## config.mk

```make
export PLATFORM = sky130hd
export DESIGN_NAME = mdu_ctrl
export DESIGN_NICKNAME = d
export VERILOG_FILES = /design/src/rtl/mdu_pkg.sv /design/src/rtl/mdu_iter_step.sv /design/src/rtl/mdu_ctrl.sv
export SDC_FILE = /design/constraint.sdc
export NUM_CORES = 1
export LEC_CHECK = 0
export CORE_MARGIN = 4
export CORE_UTILIZATION = 55
export CTS_BUF_LIST = sky130_fd_sc_hd__clkbuf_4 sky130_fd_sc_hd__clkbuf_8
export DETAILED_ROUTE_END_ITERATION = 12
export PLACE_DENSITY_LB_ADDON = 0.25
export REMOVE_ABC_BUFFERS = 1
export SLEW_MARGIN = 15
export SYNTH_ARGS = -nofsm -noshare
export SYNTH_HDL_FRONTEND = slang
export SYNTH_SLANG_ARGS = --single-unit
export TNS_END_PERCENT = 20
```

## constraint.sdc

```tcl
create_clock -name clk -period 3.7 [get_ports clk]
set_clock_uncertainty 0.2 [all_clocks]
set_input_delay 0.74 -clock clk [delete_from_list [all_inputs] [get_ports clk]]
set_output_delay 0.74 -clock clk [all_outputs]
set_load 0.05 [all_outputs]
```

## src/rtl/mdu_pkg.sv

```systemverilog
// Shared definitions for the multiply/divide unit: funct codes, FSM states, widths.
// Also holds the magnitude helper used when latching signed operands.
package mdu_pkg;

  localparam int DATA_WIDTH = 32;
  localparam int MDU_ITERS  = 32;

  localparam logic [5:0] OP_MULT  = 6'b011000;
  localparam logic [5:0] OP_MULTU = 6'b011001;
  localparam logic [5:0] OP_DIV   = 6'b011010;
  localparam logic [5:0] OP_DIVU  = 6'b011011;
  localparam logic [5:0] OP_MTHI  = 6'b010001;
  localparam logic [5:0] OP_MTLO  = 6'b010011;

  typedef enum logic [1:0] {
    IDLE,
    CALC,
    FIX
  } mdu_state_e;

  // The magnitude of 0x80000000 is 0x80000000 when read as unsigned, which is what the datapath needs.
  function automatic logic [DATA_WIDTH-1:0] mdu_mag(input logic [DATA_WIDTH-1:0] v,
                                                    input logic is_signed);
    return (is_signed && v[DATA_WIDTH-1]) ? -v : v;
  endfunction

endpackage

```

## src/rtl/mdu_iter_step.sv

```systemverilog
// One radix-2 iteration of the MDU datapath: shift-add multiply or restoring divide.
// For divide, acc holds {remainder, quotient}; for multiply, {partial product, multiplier}.
module mdu_iter_step
  import mdu_pkg::*;
(
  input  logic [2*DATA_WIDTH-1:0] acc_i,
  input  logic [DATA_WIDTH-1:0]   operand_i,
  input  logic                    is_div_i,
  output logic [2*DATA_WIDTH-1:0] acc_o
);

  logic [DATA_WIDTH:0]   mul_sum;
  logic [2*DATA_WIDTH:0] div_shift;
  logic [DATA_WIDTH:0]   div_trial;

  // Trial result bit DATA_WIDTH acts as the sign of the 33-bit remainder subtraction.
  always_comb begin
    mul_sum   = {1'b0, acc_i[2*DATA_WIDTH-1:DATA_WIDTH]}
              + (acc_i[0] ? {1'b0, operand_i} : {(DATA_WIDTH+1){1'b0}});
    div_shift = {acc_i, 1'b0};
    div_trial = div_shift[2*DATA_WIDTH:DATA_WIDTH] - {1'b0, operand_i};
    acc_o     = {mul_sum, acc_i[DATA_WIDTH-1:1]};
    if (is_div_i) begin
      if (!div_trial[DATA_WIDTH]) begin
        acc_o = {div_trial[DATA_WIDTH-1:0], div_shift[DATA_WIDTH-1:1], 1'b1};
      end else begin
        acc_o = div_shift[2*DATA_WIDTH-1:0];
      end
    end
  end

endmodule

```

## src/rtl/mdu_ctrl.sv

```systemverilog
// Iterative multiply/divide controller holding the HI/LO registers for the EX stage.
// Define MDU_FAST_MULT_EN to compute multiplies in a single cycle; divides stay iterative.
module mdu_ctrl
  import mdu_pkg::*;
(
  input  logic                  clk,
  input  logic                  reset_n,
  input  logic                  start,
  input  logic [5:0]            operation,
  input  logic [DATA_WIDTH-1:0] data_a,
  input  logic [DATA_WIDTH-1:0] data_b,
  input  logic                  flush,
  output logic                  busy,
  output logic                  done,
  output logic [DATA_WIDTH-1:0] hi,
  output logic [DATA_WIDTH-1:0] lo
);

  mdu_state_e              state_q;
  logic [5:0]              cnt_q;
  logic [2*DATA_WIDTH-1:0] acc_q;
  logic [DATA_WIDTH-1:0]   opnd_q;
  logic                    is_div_q;
  logic                    neg_res_q;
  logic                    neg_rem_q;
  logic [DATA_WIDTH-1:0]   hi_q;
  logic [DATA_WIDTH-1:0]   lo_q;
  logic                    busy_q;
  logic                    done_q;

  logic [2*DATA_WIDTH-1:0] acc_d;
  logic [2*DATA_WIDTH-1:0] prod_fix;
  logic [DATA_WIDTH-1:0]   quot_fix;
  logic [DATA_WIDTH-1:0]   rem_fix;
  logic [DATA_WIDTH-1:0]   a_mag;
  logic [DATA_WIDTH-1:0]   b_mag;
  logic                    is_mul_req;
  logic                    is_div_req;
  logic                    is_signed_req;

  always_comb begin
    is_mul_req    = (operation == OP_MULT) || (operation == OP_MULTU);
    is_div_req    = (operation == OP_DIV)  || (operation == OP_DIVU);
    is_signed_req = (operation == OP_MULT) || (operation == OP_DIV);
    a_mag         = mdu_mag(data_a, is_signed_req);
    b_mag         = mdu_mag(data_b, is_signed_req);
    prod_fix      = neg_res_q ? -acc_q : acc_q;
    quot_fix      = neg_res_q ? -acc_q[DATA_WIDTH-1:0] : acc_q[DATA_WIDTH-1:0];
    rem_fix       = neg_rem_q ? -acc_q[2*DATA_WIDTH-1:DATA_WIDTH]
                              : acc_q[2*DATA_WIDTH-1:DATA_WIDTH];
  end

`ifdef MDU_FAST_MULT_EN
  logic [2*DATA_WIDTH-1:0] fast_prod;
  assign fast_prod = {{DATA_WIDTH{1'b0}}, a_mag} * {{DATA_WIDTH{1'b0}}, b_mag};
`endif

  mdu_iter_step u_step (
    .acc_i     (acc_q),
    .operand_i (opnd_q),
    .is_div_i  (is_div_q),
    .acc_o     (acc_d)
  );

  // Divide by zero keeps the quotient unnegated so LO reads all ones for DIV as well as DIVU.
  always_ff @(posedge clk or negedge reset_n) begin
    if (!reset_n) begin
      state_q   <= IDLE;
      cnt_q     <= '0;
      acc_q     <= '0;
      opnd_q    <= '0;
      is_div_q  <= 1'b0;
      neg_res_q <= 1'b0;
      neg_rem_q <= 1'b0;
      hi_q      <= '0;
      lo_q      <= '0;
      busy_q    <= 1'b0;
      done_q    <= 1'b0;
    end else begin
      done_q <= 1'b0;
      if (flush) begin
        state_q <= IDLE;
        cnt_q   <= '0;
        busy_q  <= 1'b0;
      end else begin
        case (state_q)
          IDLE: begin
            if (start && (is_mul_req || is_div_req)) begin
              is_div_q  <= is_div_req;
              neg_res_q <= is_signed_req && (data_a[DATA_WIDTH-1] ^ data_b[DATA_WIDTH-1])
                           && (is_mul_req || (data_b != '0));
              neg_rem_q <= is_signed_req && data_a[DATA_WIDTH-1];
              opnd_q    <= is_div_req ? b_mag : a_mag;
              acc_q     <= {{DATA_WIDTH{1'b0}}, (is_div_req ? a_mag : b_mag)};
              cnt_q     <= '0;
              busy_q    <= 1'b1;
`ifdef MDU_FAST_MULT_EN
              if (is_mul_req) begin
                acc_q   <= fast_prod;
                state_q <= FIX;
              end else begin
                state_q <= CALC;
              end
`else
              state_q   <= CALC;
`endif
            end else if (start && (operation == OP_MTHI)) begin
              hi_q <= data_a;
            end else if (start && (operation == OP_MTLO)) begin
              lo_q <= data_a;
            end
          end
          CALC: begin
            acc_q <= acc_d;
            if (cnt_q == 6'(MDU_ITERS - 1)) begin
              state_q <= FIX;
            end else begin
              cnt_q <= cnt_q + 6'd1;
            end
          end
          FIX: begin
            if (is_div_q) begin
              hi_q <= rem_fix;
              lo_q <= quot_fix;
            end else begin
              hi_q <= prod_fix[2*DATA_WIDTH-1:DATA_WIDTH];
              lo_q <= prod_fix[DATA_WIDTH-1:0];
            end
            done_q  <= 1'b1;
            busy_q  <= 1'b0;
            state_q <= IDLE;
          end
          default: state_q <= IDLE;
        endcase
      end
    end
  end

  assign busy = busy_q;
  assign done = done_q;
  assign hi   = hi_q;
  assign lo   = lo_q;

endmodule

```

==> out/metrics.csv, run 1 <==
metric;value;unit
status;complete, no violations;
Area Overhead vs Synth;22.3;%
gr usage total;34.6;%
most common cell in the netlist;nor2_1;
RSZ-0062 raised after global routing;true;
post-route antenna net violation count;0;
share of cells above drive strength 1;12.0;%
drt pass-1 iters;6;
Chip Height;174;microns
WP data arrival;3740;ps
fin area;18500;sq um
input/output buffers;139;
Final Hold Viols;0;
# DRC;0;
CTS Buf Count;17;
Die W;174;microns
Worst EP required;3870;ps
Synth Flop Type;dfrtp_1;
Setup CP Type;register to register;
dpl cell area;18000;sq um
pin count of the biggest net entering global routing;91;
synth top area cells;dfrtp_1 (29%), nor2_1 (6.6%), a21oi_1 (6.0%), nand2_1 (5.7%), ha_1 (5.7%);
synth warn;0;
share of the synthesized area in the top cell type;28.6;%
Post-synth ARST share;100;%
endpoints failing setup;0;
final setup TNS;0;ps
crit path time final;3560;ps
Synth cell types;73;
WL/cell;21.1;microns
Max Cap Viol;0;
Slew HR;30.1;%
Clock Tree Buf Depth;2;
synthesized flop and latch total;173;
Final Cycle Share;96.3;%
total grt overflow;0;
Hold Crit Class;primary input to asynchronous set/reset pin;
Syn Std Cell Area;15100;sq um
initial core utilization;56.0;%
row count;60;
Post-synth top cells;nor2_1 (267), nand2_1 (232), a21oi_1 (181), dfrtp_1 (173), o21ai_0 (166);
Pins Over Slew Limit;0;
Die ar.;30300;sq um
CP Launch Type;register;
post-DP HPWL;41.3;mm
Least-Margin Pin Slew;1050;ps
antenna cells;0;
NumNets Final;2350;
CTS H-tree depth;4;
pre-CTS setup slack;-211;ps
final worst-path setup slack;138;ps
clk slew on worst S/H paths;100;ps
Synth area leader;dfrtp_1;
vias per std cell;6.32;
Post-Syn Area per Cell;7.62;sq um
DRT iter0 DRCs;1758;
number of top-level pins;140;
Clock Latency Late Sink;500;ps
Worst Path Max Fanout;10;
core area;27000;sq um
synthesized instance count;1987;
Post-Route WL;54.0;mm
power density cells;446;nW/um^2
EDFF count, synth;0;
f_max;0.281;GHz
post-synthesis sequential area ratio;28.6;%
VDD IR max;277;uV
first-pass GRT wire length;84.6;mm
clk sink count;173;
CTS tree;yes;
vias in the first global route;15700;
routed via count;16200;
GPL Wtd Cong;0.971;
crit path capture type;register;
initial antenna violation count;1;
Leak;8.12;nW
hold buffers post-CTS;0;
clk root buf;clkbuf_8;
-- placed cells by master, fill, tap and decap left out, types with 9 or more instances in the layout --
cell type        count
xor2_1              85
or3_1               17
nor4_1              20
a21o_1              31
nor2_1             267
a31oi_1             25
a22oi_1             20
nor2b_1             13
buf_4              170
nand2b_1            14
o21ai_0            164
nand2_1            229
a21oi_1            178
clkdlybuf4s50_1    138
o21ai_1             27
nor3_1              31
buf_12              10
dfrtp_1            172
and3_1              10
a211oi_1            16
mux2i_1             68
ha_1                69
o31ai_1             35
xnor2_1             89
o21a_1               9
nand4_1              9
or4_1               18
o211ai_1            13
nand3_1             27
clkbuf_8            18
inv_1               53
o41ai_1             10
-- critical path, stage by stage (launching register included) --
cell and delay [ps]:
dfrtp_1 390, or4_1 580, nor3_1 350, nand2_2 210
or4_1 720, nand2_2 290, o21ai_1 130, xnor2_1 240
nor2_1 90, a21oi_1 170, o21ai_1 70
-- logic make-up after synthesis --
kind of cell    after synthesis  synth area share (%)
compound gates              610                  24.6
xor+xnor                    175                  10.1
fa+ha+maj                    71                  5.96
buf+inv                     176                  4.44
flops                       173                  28.6
mux                          75                  5.01
simple gates                707                  21.3
-- sequential cells by signal, indices dropped and copies added (netlist names) --
signal / count
acc_q: 64
cnt_q: 6
opnd_q: 32
lo: 32
done: 1
busy: 1
hi: 32
state_q: 2
is_div_q: 1
neg_res_q: 1
neg_rem_q: 1
-- path summary, 6_finish.rpt --
check | from | to | slack, ps | depth (start not counted)
max | acc_q[5] | hi[10] | 140 | 10
min reg2reg | opnd_q[2] | opnd_q[2] | 290 | 2
max reg2reg | acc_q[5] | hi[10] | 140 | 10
min in group clk | opnd_q[2] | opnd_q[2] | 290 | 2
max in group asynchronous | reset_n | acc_q[40] | 2440 | 2
min | reset_n | lo[4] | 40 | 1
-- routing by layer --
| layer | track usage (%) | vias up | routed length, microns |
|---|---|---|---|
| li1 | - | 7519 | - |
| met4 | 12.0 | 2 | 1810 |
| met3 | 6.68 | 150 | 4820 |
| met1 | 46.5 | 7687 | 22700 |
| met2 | 56.2 | 805 | 24700 |
| met5 | 0 | - | 9 |
-- area by class of cell --
| cell class | instances | area, sq um |
|---|---|---|
| clock buffers | 18 | 248 |
| clock inverters | 14 | 134 |
| fillers | 2312 | 8510 |
| inverters | 54 | 203 |
| multi-input cells | 1638 | 10300 |
| flip-flops and latches | 173 | 4330 |
| well taps | 341 | 427 |
| repair buffers | 321 | 2910 |
-- repair_timing --
item / 4_1_cts / 5_1_grt
setup buffers: 0 / 5
endpoints found under the setup margin: 0 / 37
resized for setup: 0 / 20
-- power breakdown --
group | internal (mW) | leakage [nW] | switching [mW] | total (mW)
sequential | 2.21 | 2.25 | 0.410 | 2.62
clock | 0.564 | 0.196 | 0.803 | 1.37
combinational | 1.78 | 5.68 | 2.50 | 4.27
-- stage by stage --
stage	util [%]	hold WS (ps)	cells	power [mW]
CTS	68.1	64.3	2554	8.11
floorplan	-	244	1865	5.20
global route	68.5	69.9	2559	8.71
detailed placement	66.7	271	2522	6.75
global placement	66.7	262	2522	6.67
finish	68.5	38.5	2559	8.26
(Power assumes the default switching activity.)
==> run 2: changes to the inputs <==
--- a/config.mk
+++ b/config.mk
@@ -5,6 +5,7 @@
 export SDC_FILE = /design/constraint.sdc
 export NUM_CORES = 1
 export LEC_CHECK = 0
+export CORE_ASPECT_RATIO = 1.2
 export CORE_MARGIN = 4
 export CORE_UTILIZATION = 55
 export CTS_BUF_LIST = sky130_fd_sc_hd__clkbuf_4 sky130_fd_sc_hd__clkbuf_8
==> run 2 against run 1 <==
Combinational power barely moved. Critical endpoint is now acc_q[51]. Register-to-register slack worse by 60 ps. Critical path depth is 4 higher. Setup slack worse by 58 ps. Final cell count grew 0.16%. Design area increased by 0.28%. Maximum frequency shrank 1.6%. Largest power group unchanged. Largest cell class unchanged. Global-route usage grew 0.35 points. Clock-buffer cell count grew 2.
==> out/metrics.csv, run 2 (same netlist as run 1, synthesis figures left out) <==
metric;value;unit;change
max FFs per register;64;;unchanged
Setup CP Type;register to register;;
placed cells;2528;;+0.24%
share of cells above drive strength 1;12.5;%;+0.47 points
reg2reg start;acc_q[34];;
NetSw;3.67;mW;-1.0%
first-pass GRT wire length;84.9;mm;+0.37%
antenna cells;0;;unchanged
CTS H-tree depth;4;;unchanged
Least-Margin Pin Slew;867;ps;-181 ps
core area;27200;sq um;+0.53%
met2 Use GR;58.0;%;+1.7 points
drt pass-1 iters;6;;unchanged
VDD IR max;247;uV;-11%
routing usage on met1;46.4;%;-0.080 points
pre-CTS setup slack;-309;ps;-98.2 ps
worst setup path endpoint;acc_q[51];;
Most Frequent Cell on Critical Path;buf_4;;
post-DP HPWL;41.6;mm;+0.78%
Pins Over Slew Limit;0;;unchanged
switch share;44.5;%;-0.44 points
NumNets Final;2355;;+0.21%
Chip Height;190;microns;+9.1%
Clock Tree Buf Depth;2;;unchanged
delay-heaviest family, CP;compound AO/OA/AOI/OAI gates;;
initial core utilization;55.7;%;-0.29 points
Hold Crit Class;primary input to asynchronous set/reset pin;;
vias per std cell;6.26;;-0.82%
Final Hold Viols;0;;unchanged
Max Cap Viol;0;;unchanged
row count;66;;+10%
Worst Reg-to-Reg Cells;14;;+4
final worst-path setup slack;80.0;ps;-58.0 ps
vias in the first global route;15700;;+0.34%
fill count;2300;;-0.52%
f_max;0.276;GHz;-1.6%
number of top-level pins;140;;unchanged
clk slew on worst S/H paths;100;ps;about the same
RSZ-0062 raised after global routing;true;;
Clock Latency Late Sink;490;ps;about the same
post-route antenna net violation count;0;;unchanged
Worst EP required;3870;ps;about the same
Gate power share;51.9;%;+0.2 points
WL/cell;21.1;microns;-0.21%
Leak;8.13;nW;+0.10%
# DRC;0;;unchanged
instance count on the critical path;14;;+4
CP Launch Type;register;;
input/output buffers;139;;unchanged
DRT iter0 DRCs;1719;;-2.2%
clock power share;16.5;%;about the same
Die W;159;microns;-8.3%
Area Overhead vs Synth;22.6;%;
WP buf/inv;4;;+4
GR Layer Usage met3;5.05;%;-1.6 points
post-route insts no fill;2563;;+0.16%
slowest stage cell, crit path;dfrtp_1;;
clk sink count;173;;unchanged
power density cells;445;nW/um^2;-0.33%
commonest non-fill, non-tap cell in the layout;nor2_1;;
Slew HR;42.2;%;+12 points
Post-Route WL;54.0;mm;about the same
Reg2Reg Capture Point;acc_q[51];;
WP data arrival;3790;ps;+50 ps
Top reg by flops;acc_q;;
commonest non-fill, non-tap cells in the layout;nor2_1 (267), nand2_1 (229), a21oi_1 (176);;
crit path time final;3620;ps;+58.0 ps
cells along the critical path;ha_1 > o211ai_1 > a21oi_2 > buf_4 > o2111a_1 > nor2_1 > o21a_1 > a21oi_1 > buf_4 > xor2_4 > buf_4 > clkbuf_16 > nor4bb_1 > or3_1;;
routed via count;16100;;-0.67%
GPL Wtd Cong;0.980;;+0.92%
status;complete, no violations;;
hold buffers post-CTS;0;;unchanged
pin count of the biggest net entering global routing;91;;unchanged
Reg2Reg Setup Slack;80;ps;-60 ps
initial antenna violation count;0;;-1
Final Cycle Share;97.8;%;+1.6 points
endpoints failing setup;0;;unchanged
crit path from;acc_q[34];;
CTS tree;yes;;
CTS Buf Count;17;;unchanged
Die ar.;30300;sq um;about the same
clk root buf;clkbuf_8;;
Worst Path Max Fanout;5;;-5
busiest layer in global routing;met2;;
total grt overflow;0;;unchanged
CP max stage delay;480;ps;-240 ps
P_int;4.59;mW;+0.74%
gr usage total;35.0;%;+0.35 points
Flop pwr share;31.6;%;about the same
crit path capture type;register;;
-- run 2: cell types whose count changed in the layout (fill, tap and decap cells not counted), moves of 2 or more --
| cell | change |
|---|---|
| a21oi_1 | -2 |
| a21oi_2 | +3 |
| buf_4 | +3 |
| buf_6 | +2 |
| clkinv_4 | -4 |
| clkinvlp_4 | +4 |
| ha_1 | -2 |
| ha_2 | +2 |
-- run 2: worst min-delay path by stage --
stage / startpoint / end / depth (start not counted) / slack, ps
final: reset_n / lo[8] / 1 / 20
after global routing: reset_n / lo[8] / 1 / 60
after global placement: lo[26] / lo[26] / 2 / 270
after CTS: reset_n / lo[8] / 1 / 40
after detailed placement: lo[10] / lo[10] / 2 / 270
after floorplan: reset_n / acc_q[0] / 0 / 240
-- run 2: per-layer routing --
layer  vias up  part of all wire (%)
li1       7508                     -
met1      7635                    41
met2       776                    47
met3       136                   8.2
met4         0                   3.9
met5         -                     0
-- run 2: worst reg2reg max path: stages (launching register included) --
cell,delay (ps)
dfrtp_1,480
ha_1,410
o211ai_1,260
a21oi_2,50
buf_4,150
o2111a_1,250
nor2_1,260
o21a_1,230
a21oi_1,90
buf_4,150
xor2_4,170
buf_4,170
clkbuf_16,150
nor4bb_1,130
or3_1,360
-- run 2: layout make-up --
class                           instances  area, sq um  share of cell area (%)
Clock buffer                           20          269                    1.45
Multi-Input combinational cell       1638        10300                    55.3
Clock inverter                         12          109                   0.586
Tap cell                              340          425                    2.29
Timing Repair Buffer                  326         2960                    15.9
Inverter                               54          203                    1.09
Sequential cell                       173         4330                    23.3
-- run 2: power groups by stage --
stage	registers [mW]	logic [mW]	clock network (mW)
after CTS	2.59	4.17	1.37
after floorplan	2.92	2.28	0
final	2.61	4.29	1.36
after global placement	2.62	4.08	0
after detailed placement	2.63	4.14	0
after global routing	2.65	4.66	1.44
-- run 2: what timing repair did --
| action | 4_1_cts | 5_1_grt |
|---|---|---|
| gates resized for setup | 0 | 24 |
| endpoints found under the setup margin | 0 | 31 |
| setup buffers | 0 | 2 |
-- run 2: stage by stage --
stage	utilization [%]	instance area (sq um)	total power [mW]	hold WS (ps)	TNS [ps]
after floorplan	-	14700	5.20	244	-44940
after detailed placement	66.5	18100	6.77	274	-3140
final	68.3	18600	8.26	18.2	0
after global placement	66.5	18100	6.70	265	-2260
after CTS	67.9	18400	8.13	40.6	0
after global routing	68.3	18600	8.75	59.8	-48.0
==> edit, RTL diff (settings of run 2) <==
The package constant `DATA_WIDTH` goes from 32 to 28.
--- a/src/rtl/mdu_pkg.sv
+++ b/src/rtl/mdu_pkg.sv
@@ -3,5 +3,5 @@
 package mdu_pkg;
 
-  localparam int DATA_WIDTH = 32;
+  localparam int DATA_WIDTH = 28;
   localparam int MDU_ITERS  = 32;
 
Interface: changed (resized data_a, data_b, hi and lo); port bits go from 140 to 124. No check against the original RTL was run, so the function may have changed too.
==> edit against run 2 <==
- setup slack worse by 0.0056 ns
- critical endpoint is now acc_q[48]
- cell area is 14% lower
- sequential cell count fell by 20
- routed wire length is 16% lower
- cell count fell by 14%
- total power is 45% higher
- area after synthesis fell by 12%
==> edit: results (changes against run 2) <==
Status
  • Status: finished clean

Yosys
  • Sequential area share after synthesis: 0.288 (+0.00255)
  • Cell variety after synth: 84 (+15%)
  • Post-synth top cells: 236 x nor2_1, 226 x nand2_1, 153 x dfrtp_1
  • Post-Synth XOR/XNOR Area: 0.0963 (-0.00488)
  • Multiplexer area fraction after synthesis: 0.0426 (-0.00746)
  • Synth area leaders: dfrtp_1 29%, nor2_1 6.7%, nand2_1 6.4%
  • Post-synthesis adder-cell area fraction: 0.0605 (+0.000858)
  • Syn avg cell area: 7.64 µm² (+0.27%)

Setup path
  • Arrival time at the worst endpoint: 3.78 ns (about the same)
  • Largest stage delay on the critical path: 0.43 ns (-0.05 ns)
  • Critical path fanouts, max: 12 (+7)

Place
  • HPWL after detailed placement: 34.6 mm (-17%)
  • RePlAce Congestion: 0.961 (-2.0%)
  • Placed cell area: 0.0154 mm² (-14%)
  • PortBufs: 123 (-12%)
  • Dpl cells: 2,184 (-14%)
  • Placement Setup Slack: 0.0634 ns (+0.373 ns)

Power and ir drop
  • Net Sw Power: 0.00592 W (+61%)
  • Leakage: 6.82 nW (-16%)

Global routing
  • Largest net degree at the start of global routing: 62 (-32%)
  • GR Util All Layers: 0.339 (-0.0106)
  • Vias in the first global route: 13,167 (-16%)

Routing
  • Via/cell ratio: 6.21 (-0.84%)
  • Routed WL per cell: 20.5 µm (-2.7%)
  • Via count: 13,765 (-14%)

Layout
  • Layout cells sized above 1: 0.0976 (-0.0275)
  • Fill cell count: 2,106 (-8.4%)
  • Reg area: 0.00383 mm² (-12%)
  • Max reg flops: 56 (-13%)

Timing
  • Worst-Margin Slew: 0.946 ns (+0.0794 ns)
edit: changes by cell type in the layout (fill, tap and decap cells not counted), sizes merged, moves of 13 or more:
cell           delta
dfrtp            -20
clkdlybuf4s50    -16
mux2i            -17
a21oi            -53
o21ai            -26
xor2             -27
nor2             -30
or4              -13
buf              -83
edit: logic make-up (layout without fill, tap and decap cells):
group / count (synthesis) / after routing
compound gates: 515 / 515
xor+xnor: 146 / 146
fa+ha+maj: 63 / 63
buf+inv: 154 / 313
flops: 153 / 153
mux: 56 / 56
simple gates: 650 / 650
edit: layout make-up:
class,instances,share of cell area
timing repair buffer,226,0.134
multi-input combinational,1430,0.560
clock buffer,19,0.0161
clock inverter,13,0.0100
tap,320,0.0252
sequential,153,0.241
inverter,55,0.0130
edit: worst max-delay path: cells and delay by family, from the launching register on:
family                     cells  cell delay (ns)
and+or+nand+nor                3             0.46
DFF                            1             0.43
AOI/OAI and AO/OA              6             1.37
adders and majority gates      1             0.29
xor gates and xnor gates       1             0.16
buffers and inverters          3             0.60
edit: repair_timing:
| item | CTS | global route |
|---|---|---|
| endpoints found under the setup margin | 0 | 25 |
| setup buffers | 0 | 0 |
| resized for setup | 0 | 4 |
| hold buffers | 0 | 0 |
edit: worst paths after layout:
path,from,end,slack (ns),depth (start not counted)
max,acc_q[0],acc_q[48],0.07,14
min,reset_n,acc_q[35],0.04,1
max reg2reg,acc_q[0],acc_q[48],0.07,14
min reg2reg,lo[2],lo[2],0.29,2
max in group asynchronous,reset_n,acc_q[27],2.41,2
min in group clk,lo[2],lo[2],0.29,2
edit: layer usage:
metal,part of all wire,wire length (µm),track usage
met2,0.47,21300,0.553
met4,0.059,2700,0.191
met1,0.40,18100,0.432
met5,0,0,0
met3,0.073,3310,0.0465
